**src/rtl/wb_pkg.sv**
```systemverilog
// wb_pkg: Wishbone width constants and arbiter state encodings shared by
// the arbiter top level and its round-robin picker.
package wb_pkg;

  localparam int ADR_W = 32;
  localparam int DAT_W = 32;
  localparam int SEL_W = 4;

  typedef enum logic [1:0] {
    ARB_IDLE    = 2'd0,
    ARB_BUSY    = 2'd1,
    ARB_ERRWAIT = 2'd2
  } arb_state_t;

endpackage

```
**src/rtl/wb_arbiter_rr_picker.sv**
```systemverilog
// rr_picker: purely combinational round-robin selector. Scans the request
// vector upward starting one past the previous owner, wrapping at N, and
// returns the first requester as a one-hot vector plus its index.
module rr_picker #(
  parameter int N     = 4,
  parameter int IDX_W = $clog2(N)
) (
  input  logic [N-1:0]     req,
  input  logic [IDX_W-1:0] last,
  output logic [N-1:0]     win_oh,
  output logic [IDX_W-1:0] win_idx,
  output logic             win_vld
);

  // First requester after 'last' in circular order wins.
  always_comb begin
    logic [IDX_W-1:0] cand;
    win_oh  = '0;
    win_idx = '0;
    win_vld = 1'b0;
    cand    = '0;
    for (int i = 1; i <= N; i++) begin
      cand = IDX_W'((int'(last) + i) % N);
      if (!win_vld && req[cand]) begin
        win_vld       = 1'b1;
        win_oh[cand]  = 1'b1;
        win_idx       = cand;
      end
    end
  end

endmodule

```
**src/rtl/wb_arbiter.sv**
```systemverilog
// wb_arbiter: round-robin arbiter sharing one Wishbone slave port between
// NMASTERS masters. The winner owns the slave for its whole cyc window.
// Optional slave-hang watchdog enabled by defining WB_ARBITER_TIMEOUT_EN.
//
// state       | meaning
// ------------+-----------------------------------------------------------
// ARB_IDLE    | no owner, grant = 0, arbitrate among m_cyc requesters
// ARB_BUSY    | one owner, its bus signals are muxed to the slave side
// ARB_ERRWAIT | watchdog fired, bus parked until the old owner drops cyc
module wb_arbiter
  import wb_pkg::*;
#(
  parameter int NMASTERS = 4,
  parameter int TIMEOUT  = 255
) (
  input  logic                      sys_clk,
  input  logic                      sys_rst_n,
  input  logic [NMASTERS*ADR_W-1:0] m_adr,
  input  logic [NMASTERS*DAT_W-1:0] m_dat_w,
  input  logic [NMASTERS*SEL_W-1:0] m_sel,
  input  logic [NMASTERS-1:0]       m_we,
  input  logic [NMASTERS-1:0]       m_cyc,
  input  logic [NMASTERS-1:0]       m_stb,
  output logic [NMASTERS-1:0]       m_ack,
  output logic [NMASTERS-1:0]       m_err,
  output logic [DAT_W-1:0]          m_dat_r,
  output logic [ADR_W-1:0]          s_adr,
  output logic [DAT_W-1:0]          s_dat_w,
  output logic [SEL_W-1:0]          s_sel,
  output logic                      s_we,
  output logic                      s_cyc,
  output logic                      s_stb,
  input  logic [DAT_W-1:0]          s_dat_r,
  input  logic                      s_ack,
  output logic [NMASTERS-1:0]       grant
);

  localparam int IDX_W = $clog2(NMASTERS);

  if (NMASTERS < 2 || NMASTERS > 8 || TIMEOUT < 1 || TIMEOUT > 65535) begin : g_bad_cfg
    $error("wb_arbiter: NMASTERS must be 2..8 and TIMEOUT 1..65535");
  end

  arb_state_t          state;
  logic [NMASTERS-1:0] grant_q;
  logic [IDX_W-1:0]    owner;
  logic [IDX_W-1:0]    last;

  logic [NMASTERS-1:0] pick_oh;
  logic [IDX_W-1:0]    pick_idx;
  logic                pick_vld;

  logic owner_cyc;
  logic owner_stb;
  logic wd_fire;
  logic slave_en;

  rr_picker #(
    .N     (NMASTERS),
    .IDX_W (IDX_W)
  ) u_picker (
    .req     (m_cyc),
    .last    (last),
    .win_oh  (pick_oh),
    .win_idx (pick_idx),
    .win_vld (pick_vld)
  );

  assign owner_cyc = m_cyc[owner];
  assign owner_stb = m_stb[owner];

  // The slave side is live only while an owner holds the bus and the
  // watchdog has not just cut it off.
  assign slave_en = (state == ARB_BUSY) && !wd_fire;

  assign grant   = grant_q;
  assign m_dat_r = s_dat_r;
  assign m_ack   = (slave_en && s_ack) ? grant_q : '0;

  // Steer the owner's request onto the slave bus; park everything at zero otherwise.
  always_comb begin
    s_adr   = '0;
    s_dat_w = '0;
    s_sel   = '0;
    s_we    = 1'b0;
    s_cyc   = 1'b0;
    s_stb   = 1'b0;
    if (slave_en) begin
      s_adr   = m_adr[int'(owner)*ADR_W +: ADR_W];
      s_dat_w = m_dat_w[int'(owner)*DAT_W +: DAT_W];
      s_sel   = m_sel[int'(owner)*SEL_W +: SEL_W];
      s_we    = m_we[owner];
      s_cyc   = owner_cyc;
      s_stb   = owner_cyc & owner_stb;
    end
  end

`ifdef WB_ARBITER_TIMEOUT_EN
  localparam int WD_W = (TIMEOUT > 255) ? 16 : 8;

  logic [WD_W-1:0] wdog;

  // Count stalled strobe cycles of the current owner; any ack restarts it.
  always_ff @(posedge sys_clk) begin
    if (!sys_rst_n) begin
      wdog <= '0;
    end else if (state != ARB_BUSY || s_ack) begin
      wdog <= '0;
    end else if (s_stb) begin
      wdog <= wdog + WD_W'(1);
    end
  end

  assign wd_fire = (state == ARB_BUSY) && (wdog == WD_W'(TIMEOUT));
  assign m_err   = wd_fire ? grant_q : '0;
`else
  assign wd_fire = 1'b0;
  assign m_err   = '0;
`endif

  // Arbitration FSM: grant, owner and round-robin pointer are all registered.
  always_ff @(posedge sys_clk) begin
    if (!sys_rst_n) begin
      state   <= ARB_IDLE;
      grant_q <= '0;
      owner   <= '0;
      last    <= IDX_W'(NMASTERS - 1);
    end else begin
      unique case (state)
        ARB_IDLE: begin
          if (pick_vld) begin
            state   <= ARB_BUSY;
            grant_q <= pick_oh;
            owner   <= pick_idx;
          end
        end
        ARB_BUSY: begin
          if (!owner_cyc) begin
            state   <= ARB_IDLE;
            grant_q <= '0;
            last    <= owner;
          end
`ifdef WB_ARBITER_TIMEOUT_EN
          else if (wd_fire) begin
            state   <= ARB_ERRWAIT;
            grant_q <= '0;
          end
`endif
        end
`ifdef WB_ARBITER_TIMEOUT_EN
        ARB_ERRWAIT: begin
          if (!owner_cyc) begin
            state <= ARB_IDLE;
            last  <= owner;
          end
        end
`endif
        default: begin
          state   <= ARB_IDLE;
          grant_q <= '0;
        end
      endcase
    end
  end

endmodule

```
**config.mk**
```make
export PLATFORM = sky130hd
export DESIGN_NAME = wb_arbiter
export DESIGN_NICKNAME = d
export VERILOG_FILES = /design/src/rtl/wb_pkg.sv /design/src/rtl/wb_arbiter_rr_picker.sv /design/src/rtl/wb_arbiter.sv
export SDC_FILE = /design/constraint.sdc
export NUM_CORES = 1
export LEC_CHECK = 0
export BUFFER_PORTS_ARGS = -buffer_cell sky130_fd_sc_hd__clkbuf_2
export CAP_MARGIN = 10
export CORE_AREA = 2 2 171 173
export DETAILED_ROUTE_END_ITERATION = 6
export DIE_AREA = 0 0 173 175
export PLACE_DENSITY = 0.46
export SYNTH_ARGS = -nofsm -noshare
export SYNTH_HDL_FRONTEND = slang
export SYNTH_HIERARCHICAL = 1
export SYNTH_SLANG_ARGS = --single-unit
```
**constraint.sdc**
```tcl
create_clock -name sys_clk -period 4.4 [get_ports sys_clk]
set_input_delay 0.66 -clock sys_clk [delete_from_list [all_inputs] [get_ports sys_clk]]
set_output_delay 0.66 -clock sys_clk [all_outputs]
set_load 0.05 [all_outputs]
```
==> metrics.cfg, run 1 <==
[clock_tree]
cts_sinks = 9
hold_buffers = 0
path_clk_slew_ns = 0.04
root_buffer = clkbuf_16
postCtsSetupBuffers = 0
numCtsBuffers = 3
clock_latency_ns = 0.23
ctsResizeCount = 0
cts_tree = done
ctsLongestPathBuffers = 2
cts_max_level = 1

[sta]
tightest_slew_ns = 0.8203
setup_ws_ns = 1.466
tns_ns = 0
period_needed_ns = 2.934
hold_viol_final = 0
rsz0062_at_grt = false
period_share_pct = 66.69
finClkSkew_ns = 0.004177
drv_slew = 0
slew_headroom_pct = 45.31
fmax_ghz = 0.3408
finalSetupViolCount = 0

[critical_path]
cp_data_arrival_time_ns = 2.27
crit_slowest_cell = dfxtp_4
critPathMaxFanout = 51
critPathLaunchType = flip-flop
cp_cell_sequence = buf_4 -> mux4_2 -> and2_1 -> clkbuf_2
cp-end-kind = primary output
critPathKind = reg -> out
required_ns = 3.74
crit_path_max_incr_delay_ns = 0.79

[pwr]
combPwrFrac_pct = 76.7
pwr-share-clk_pct = 13.2
seqPwrFrac_pct = 10.1
cellPowerDensity_mw_per_mm2 = 224.8
peakVddDrop_uv = 115.7
switchingPower_mw = 0.6337
power.total_mw = 1.234
swShare_pct = 51.37
p_leak_nw = 2.623
internal_power_mw = 0.5999

[synth]
synthArstFlopShare_pct = 0
synth_xor_area_share_pct = 0
ys_seq_elements = 9
yosysMostFrequentCell = mux4_2
synth_top_area_share_pct = 45.99
ys_top_cells_by_area = mux4_2 (46%), and2_1 (12%), buf_4 (7.6%), dfxtp_1 (5.0%), buf_12 (3.4%)
yosysWarnings = 6
synth_largest_area_cell = mux4_2
yosysSeqAreaShare_pct = 5.040
synth-main-ff-cell = dfxtp_1
yosys.area_share.simple_pct = 19.25
synth_edf_count = 0
synth.top_cells.by_count = mux4_2 (73), and2_1 (69), buf_4 (36)
synth_cells = 336
synth-compound-area-share_pct = 7.840
synth.distinct_cells = 40
synth_area_per_cell_um2 = 10.64
synth_fa_ha_area_share_pct = 2.800
syn-cell-area_mm2 = 0.003575
synth_top_family_by_area = multiplexers
synthMuxAreaShare_pct = 48.58

[floorplan]
rows = 62
io_pins = 434
dieWidth_um = 173
initial_utilization_pct = 12.59
core_area_mm2 = 0.02839
die_area_mm2 = 0.03028
chipHeight_um = 175

[routing]
num_vias = 4148
viasPerCell = 4.039
wl_per_cell_um = 17.70
firstDrtPassIters = 4
drt-initial-drc-count = 242
antenna_left = 0
drc = 0
wl_mm = 18.18

[global_route]
grt_overflow = 0
antenna_found_initial = 2
grt_pass1_vias = 4043
grt_max_degree = 75
grt_usage_pct = 10.90
grt_pass1_wl_mm = 25.60

[layout]
layout-drive-gt1-share_pct = 70.45
final_nets = 971
fill_cells = 3226
final_cell_area_mm2 = 0.005487
synthToLayoutAreaGrowth_pct = 53.48
diodes = 0

[placement]
pre_cts_ws_ns = 1.687
placed_cell_area_mm2 = 0.005408
io_buffers = 365
dp_hpwl_mm = 15.78
gp_congestion = 0.8543

[hold_path]
holdCritPathClass = reg -> reg

[run_status]
status = complete, no violations

[flow_run]
maxCapViolCount = 0

logic make-up after synthesis:
group / count (synthesis)
compound gates: 38
fa+ha+maj: 8
buf+inv: 81
flops: 9
mux: 82
other cells: 1
simple gates: 117
routing by layer:
layer  part of all wire [%]  global-route usage (%)
met1                     40                   14.62
met2                     47                   17.53
met3                     11                   3.416
met4                    1.6                   1.554
met5                  0.099                       0
worst paths after layout:
kind	cells past startpoint	startpoint	to	slack (ns)
setup reg to reg	8	last[1]$_SDFFE_PN1P_	grant[3]$_SDFFE_PN0P_	1.62
hold reg to reg	2	grant[0]$_SDFFE_PN0P_	grant[0]$_SDFFE_PN0P_	0.53
setup / recovery	4	owner[1]$_SDFFE_PN0P_	s_dat_w[13]	1.47
hold / removal	2	grant[0]$_SDFFE_PN0P_	grant[0]$_SDFFE_PN0P_	0.53
flip-flops by register name, indices dropped and copies added (netlist names):
| name | flops |
|---|---|
| grant | 4 |
| state | 1 |
| owner | 2 |
| last | 2 |
power by group through the flow:
stage	logic [mW]	clock network, mW	registers [mW]
6_report	0.946	0.163	0.125
5_1_grt	1.01	0.173	0.129
4_1_cts	0.955	0.168	0.127
3_5_place_dp	0.950	0	0.128
3_3_place_gp	0.949	0	0.128
2_1_floorplan	0.784	0	0.108
layout by cell type, fill, tap and decap left out, types with 3 or more instances in the layout:
| cell type | instances |
|---|---|
| a31oi_1 | 5 |
| nor2_1 | 8 |
| inv_1 | 11 |
| and3_1 | 5 |
| a2111o_1 | 4 |
| a21oi_1 | 8 |
| conb_1 | 4 |
| or3_1 | 4 |
| mux2i_1 | 7 |
| ha_1 | 8 |
| and2_1 | 69 |
| a311oi_1 | 3 |
| mux4_2 | 73 |
| dfxtp_1 | 6 |
| buf_4 | 4 |
| o31ai_1 | 5 |
| a211oi_1 | 3 |
| clkbuf_2 | 365 |
| nand4_1 | 8 |
| clkbuf_16 | 3 |
| nand2_1 | 12 |
| o21ai_0 | 4 |
worst max-delay path: cells and delay by family (launching register included):
family	cells	cell delay, ns
buffers and inverters	2	0.59
flip-flops	1	0.79
multiplexers	1	0.38
AND/OR/NAND/NOR	1	0.19
metrics by stage:
step	std cells	utilization, %	hold slack (ns)
after floorplan	339	-	0.5563
after detailed placement	1023	19.05	0.5412
after CTS	1027	19.32	0.5451
final	1027	19.32	0.5338
after global routing	1027	19.32	0.5560
after global placement	1023	19.05	0.5368
layout make-up:
class,count,area [um^2],area share [%]
sequential,9,188.9,3.444
timing repair buffer,370,1877,34.21
multi-input combinational,249,2820,51.40
tap,384,480.5,8.757
clock buffer,4,78.83,1.437
inverter,11,41.29,0.7526
No activity file was read; power rests on OpenSTA's default activity.
==> run 2: changes to the inputs <==
--- a/config.mk
+++ b/config.mk
@@ -10,7 +10,7 @@
 export CORE_AREA = 2 2 171 173
 export DETAILED_ROUTE_END_ITERATION = 6
 export DIE_AREA = 0 0 173 175
-export PLACE_DENSITY = 0.46
+export PLACE_DENSITY = 0.47
 export SYNTH_ARGS = -nofsm -noshare
 export SYNTH_HDL_FRONTEND = slang
 export SYNTH_HIERARCHICAL = 1
==> constraint.sdc (replaced) <==
create_clock -name sys_clk -period 2.5 [get_ports sys_clk]
set_input_delay 0.375 -clock sys_clk [delete_from_list [all_inputs] [get_ports sys_clk]]
set_output_delay 0.375 -clock sys_clk [all_outputs]
set_load 0.05 [all_outputs]
==> metrics.cfg, run 2 (synthesis results as in run 1) <==
[flow_run]
maxCapViolCount = 0

[placement]
io_buffers = 365
dp_hpwl_mm = 16.58
gp_congestion = 0.8454

[critical_path]
crit_top_cell = buf_12
cp_cell_sequence = buf_12 -> buf_12 -> mux4_2 -> and2_1 -> clkbuf_2
critPathKind = reg -> out
crit_slowest_cell = mux4_2
critPathLaunchType = flip-flop
crit_path_max_incr_delay_ns = 0.49
cp-end-kind = primary output
cp_data_arrival_time_ns = 1.98
critPathMaxFanout = 17
required_ns = 2.12

[clock_tree]
cts_tree = done
postCtsSetupBuffers = 0
root_buffer = clkbuf_16
ctsLongestPathBuffers = 2
numCtsBuffers = 3
cts_max_level = 1
path_clk_slew_ns = 0.04
clock_latency_ns = 0.24
ctsResizeCount = 0
hold_buffers = 0
cts_sinks = 9

[pwr]
cellPowerDensity_mw_per_mm2 = 394.8
power.total_mw = 2.266
peakVddDrop_uv = 232.3
p_leak_nw = 2.764

[routing]
wl_per_cell_um = 17.78
antenna_left = 0
wl_mm = 18.72
firstDrtPassIters = 4
drt-initial-drc-count = 250
drc = 0
viasPerCell = 4.012
num_vias = 4225

[global_route]
grt_overflow = 0
antenna_found_initial = 3
grt_pass1_wl_mm = 26.09
grt_usage_pct = 11.27
grt_pass1_vias = 4099
grt_max_degree = 34

[layout]
mostFrequentLayoutCell = clkbuf_2
layout-drive-gt1-share_pct = 71.56
largest_reg_flops = 4
synthToLayoutAreaGrowth_pct = 60.55
final_nets = 996
fin_util_pct = 20.21
layout_common_cells = clkbuf_2 (365), mux4_2 (73), and2_1 (69), buf_4 (24), nand2_1 (12)

[floorplan]
dieWidth_um = 173
io_pins = 434
chipHeight_um = 175
initial_utilization_pct = 12.59
rows = 62
core_area_mm2 = 0.02839
die_area_mm2 = 0.03028

[sta]
fmax_ghz = 0.4244
finalSetupViolCount = 0
hold_viol_final = 0
tns_ns = 0
tightest_slew_ns = 0.6437
drv_slew = 0
period_needed_ns = 2.357
slew_headroom_pct = 57.09
finClkSkew_ns = 0.006938
rsz0062_at_grt = false
hold_ws_ns = 0.3665
period_share_pct = 94.26

[run_status]
status = complete, no violations

[hold_path]
holdCritPathClass = in -> reg

## run 2: changes by cell type in the layout (fill, tap and decap cells not counted), sizes merged
cell / delta
diode: +1
buf: +25
## run 2: area by class of cell
class / instances / area, um^2
Antenna cell: 1 / 2.502
Clock buffer: 4 / 78.83
Fill cell: 3219 / 22650
Inverter: 11 / 41.29
Multi-Input combinational cell: 249 / 2820
Sequential cell: 9 / 188.9
Tap cell: 384 / 480.5
Timing Repair Buffer: 395 / 2127
## run 2: where the power goes
group	total (mW)	internal (mW)	switching, mW
logic	1.76	0.763	1.00
registers	0.215	0.159	0.0556
clock network	0.287	0.214	0.0736
## run 2: metrics by stage
stage	setup WS (ns)	instances	area [um^2]
final	0.1435	1053	5739
after global routing	0.01932	1052	5737
after CTS	0.05721	1052	5737
after detailed placement	0.2637	1048	5658
after global placement	0.2601	1048	5658
after floorplan	0.03091	339	3587
## run 2: metal layers
| layer | wire length, um | share of wire, % | GRT usage (%) | vias to the layer above |
|---|---|---|---|---|
| met4 | 159 | 0.85 | 1.377 | 2 |
| met3 | 1294 | 6.9 | 2.045 | 10 |
| met5 | 13 | 0.069 | 0 | - |
| met2 | 9496 | 51 | 19.80 | 231 |
| li1 | - | - | - | 1937 |
| met1 | 7757 | 41 | 14.78 | 2045 |
## run 2: worst max-delay path, delay by kind of cell, from the launching register on
kind	cells	cell delay, ns
buffers and inverters	3	0.61
muxes	1	0.49
DFF	1	0.44
and+or+nand+nor	1	0.18
## run 2: path summary, 6_finish.rpt
check	cells past startpoint	start	end	slack, ns
worst min-delay path	2	sys_rst_n	last[0]$_SDFFE_PN1P_	0.37
worst min register to register	2	grant[0]$_SDFFE_PN0P_	grant[0]$_SDFFE_PN0P_	0.56
worst max-delay path	5	owner[0]$_SDFFE_PN0P_	s_dat_w[10]	0.14
worst max register to register	9	last[0]$_SDFFE_PN1P_	grant[3]$_SDFFE_PN0P_	0.34
==> run 3: changes to the inputs <==
--- a/config.mk
+++ b/config.mk
@@ -5,12 +5,13 @@
 export SDC_FILE = /design/constraint.sdc
 export NUM_CORES = 1
 export LEC_CHECK = 0
+export ABC_AREA = 1
 export BUFFER_PORTS_ARGS = -buffer_cell sky130_fd_sc_hd__clkbuf_2
 export CAP_MARGIN = 10
-export CORE_AREA = 2 2 171 173
+export CORE_AREA = 2 2 167 169
 export DETAILED_ROUTE_END_ITERATION = 6
-export DIE_AREA = 0 0 173 175
-export PLACE_DENSITY = 0.47
+export DIE_AREA = 0 0 169 171
+export PLACE_DENSITY = 0.49
 export SYNTH_ARGS = -nofsm -noshare
 export SYNTH_HDL_FRONTEND = slang
 export SYNTH_HIERARCHICAL = 1
==> metrics.cfg, run 3 <==
[synth]
synthArstFlopShare_pct = 0
synth_top_area_share_pct = 29.49
syn-cell-area_mm2 = 0.003627
synth_largest_area_cell = nor2_1
synth-main-ff-cell = dfxtp_1
ys_top_cells_by_area = nor2_1 (29%), o21ai_0 (14%), a21oi_1 (12%), buf_4 (7.5%), o21ai_1 (5.2%)
synth_edf_count = 0
synth.distinct_cells = 27
ys_seq_elements = 9
synth_area_per_cell_um2 = 5.066
yosysMostFrequentCell = nor2_1
synth_cells = 716
yosysWarnings = 6
synth.top_cells.by_count = nor2_1 (285), o21ai_0 (104), a21oi_1 (85)
yosysSeqAreaShare_pct = 4.967

[sta]
tightest_slew_ns = 0.5597
tns_ns = 0
setup_ws_ns = 0.2212
period_needed_ns = 2.279
slew_headroom_pct = 62.29
rsz0062_at_grt = false
hold_viol_final = 0
period_share_pct = 91.15
drv_slew = 0
fmax_ghz = 0.4388
finClkSkew_ns = 0.004097
hold_ws_ns = 0.3863
finalSetupViolCount = 0

[run_status]
status = complete, no violations

[routing]
viasPerCell = 4.207
wl_mm = 20.05
antenna_left = 0
drc = 0
wl_per_cell_um = 14.70
firstDrtPassIters = 5
drt-initial-drc-count = 369
num_vias = 5739

[layout]
diodes = 0
final_nets = 1346
synthToLayoutAreaGrowth_pct = 62.64
largest_reg_flops = 4
stdcell_count = 1364
layout-drive-gt1-share_pct = 40.37
mostFrequentLayoutCell = clkbuf_2
layout_common_cells = clkbuf_2 (343), nor2_1 (285), o21ai_0 (104), a21oi_1 (85), o21ai_1 (38)
fin_util_pct = 21.59

[floorplan]
chipHeight_um = 171
core_area_mm2 = 0.02732
die_area_mm2 = 0.02890
rows = 61
initial_utilization_pct = 13.28
io_pins = 434
dieWidth_um = 169

[pwr]
peakVddDrop_uv = 514.2
p_leak_nw = 3.043
cellPowerDensity_mw_per_mm2 = 1274

[critical_path]
cp_data_arrival_time_ns = 1.90
required_ns = 2.12
critPathLaunchType = flip-flop
crit_cells = 5
critPathMaxFanout = 46
crit_path_max_incr_delay_ns = 0.36
r2r_cells = 10
cp_cell_sequence = inv_6 -> buf_4 -> o21ai_0 -> a21oi_1 -> clkbuf_2
reg2reg_slack_ns = 0.43
crit_slowest_cell = dfxtp_4
critPathKind = reg -> out
cp-end-kind = primary output
crit_family = buffers and inverters
path_buf_inv = 3

[flow_run]
maxCapViolCount = 0

[global_route]
grt_max_degree = 59
grt_overflow = 0
grt_pass1_vias = 4988
grt_usage_pct = 12.36
antenna_found_initial = 2
grt_pass1_wl_mm = 28.37

[clock_tree]
ctsLongestPathBuffers = 2
cts_sinks = 9
ctsResizeCount = 0
numCtsBuffers = 3
cts_tree = done
clock_latency_ns = 0.23
root_buffer = clkbuf_16
postCtsSetupBuffers = 0
cts_max_level = 1
path_clk_slew_ns = 0.04
hold_buffers = 0

[placement]
place_inst = 1360
pre_cts_ws_ns = 0.4364
dp_hpwl_mm = 16.05
io_buffers = 365
gp_congestion = 0.8459

[hold_path]
holdCritPathClass = in -> reg
whs_path_depth = 2

==> run 3: cell families (layout without fill, tap and decap cells) <==
group / count (synthesis) / after routing / share of synthesized area, %
buffers and inverters: 109 / 408 / 18.97
DFF: 9 / 9 / 4.967
other: 1 / 4 / 0.1034
and+or+nand+nor: 356 / 356 / 40.63
adders and majority gates: 8 / 8 / 2.760
AOI/OAI and AO/OA: 233 / 233 / 32.56
==> run 3: path summary, 6_finish.rpt <==
path                               from                     to
setup / recovery  owner[0]$_SDFFE_PN0P_            s_dat_w[31]
hold / removal                sys_rst_n   last[1]$_SDFFE_PN1P_
setup reg to reg   last[1]$_SDFFE_PN1P_  grant[3]$_SDFFE_PN0P_
hold reg to reg   grant[2]$_SDFFE_PN0P_  grant[2]$_SDFFE_PN0P_
==> run 3: area by class of cell <==
cell class	count	area, um^2
Fill cell	3208	21420
Timing Repair Buffer	386	2352
Clock buffer	4	78.83
Tap cell	346	432.9
Sequential cell	9	185.2
Multi-Input combinational cell	601	2770
Inverter	18	80.08
==> run 3: worst register-to-register path: stages (launching register included) <==
cell and delay, ns:
dfxtp_1 0.30, inv_1 0.24, ha_1 0.36, inv_2 0.13, nand3_1 0.10, nand2_2 0.17, nand4_1 0.11, nand2_1 0.26
inv_1 0.14, nand2_1 0.09, a21oi_1 0.06
==> run 3: where the power goes <==
part,internal [mW],switching (mW),total (mW),leakage (nW)
sequential,0.208,0.0678,0.276,0.0751
clock,0.213,0.0720,0.286,0.0382
combinational,2.17,4.79,6.95,2.93
total,2.59,4.93,7.52,3.04
==> run 3: through the flow <==
stage	power, mW	cell area (um^2)
5_1_grt	8.120	5899
6_report	7.516	5899
2_1_floorplan	5.296	3638
3_5_place_dp	7.265	5821
3_3_place_gp	7.251	5821
4_1_cts	7.572	5899
==> run 3: per-layer routing <==
metal  vias to the layer above  wire (um)  global-route usage [%]
met5                         -         21                       0
met1                      2550       9090                   17.14
met3                        24       1488                   2.406
li1                       2919          -                       -
met2                       242       9246                   20.40
met4                         4        207                   1.449
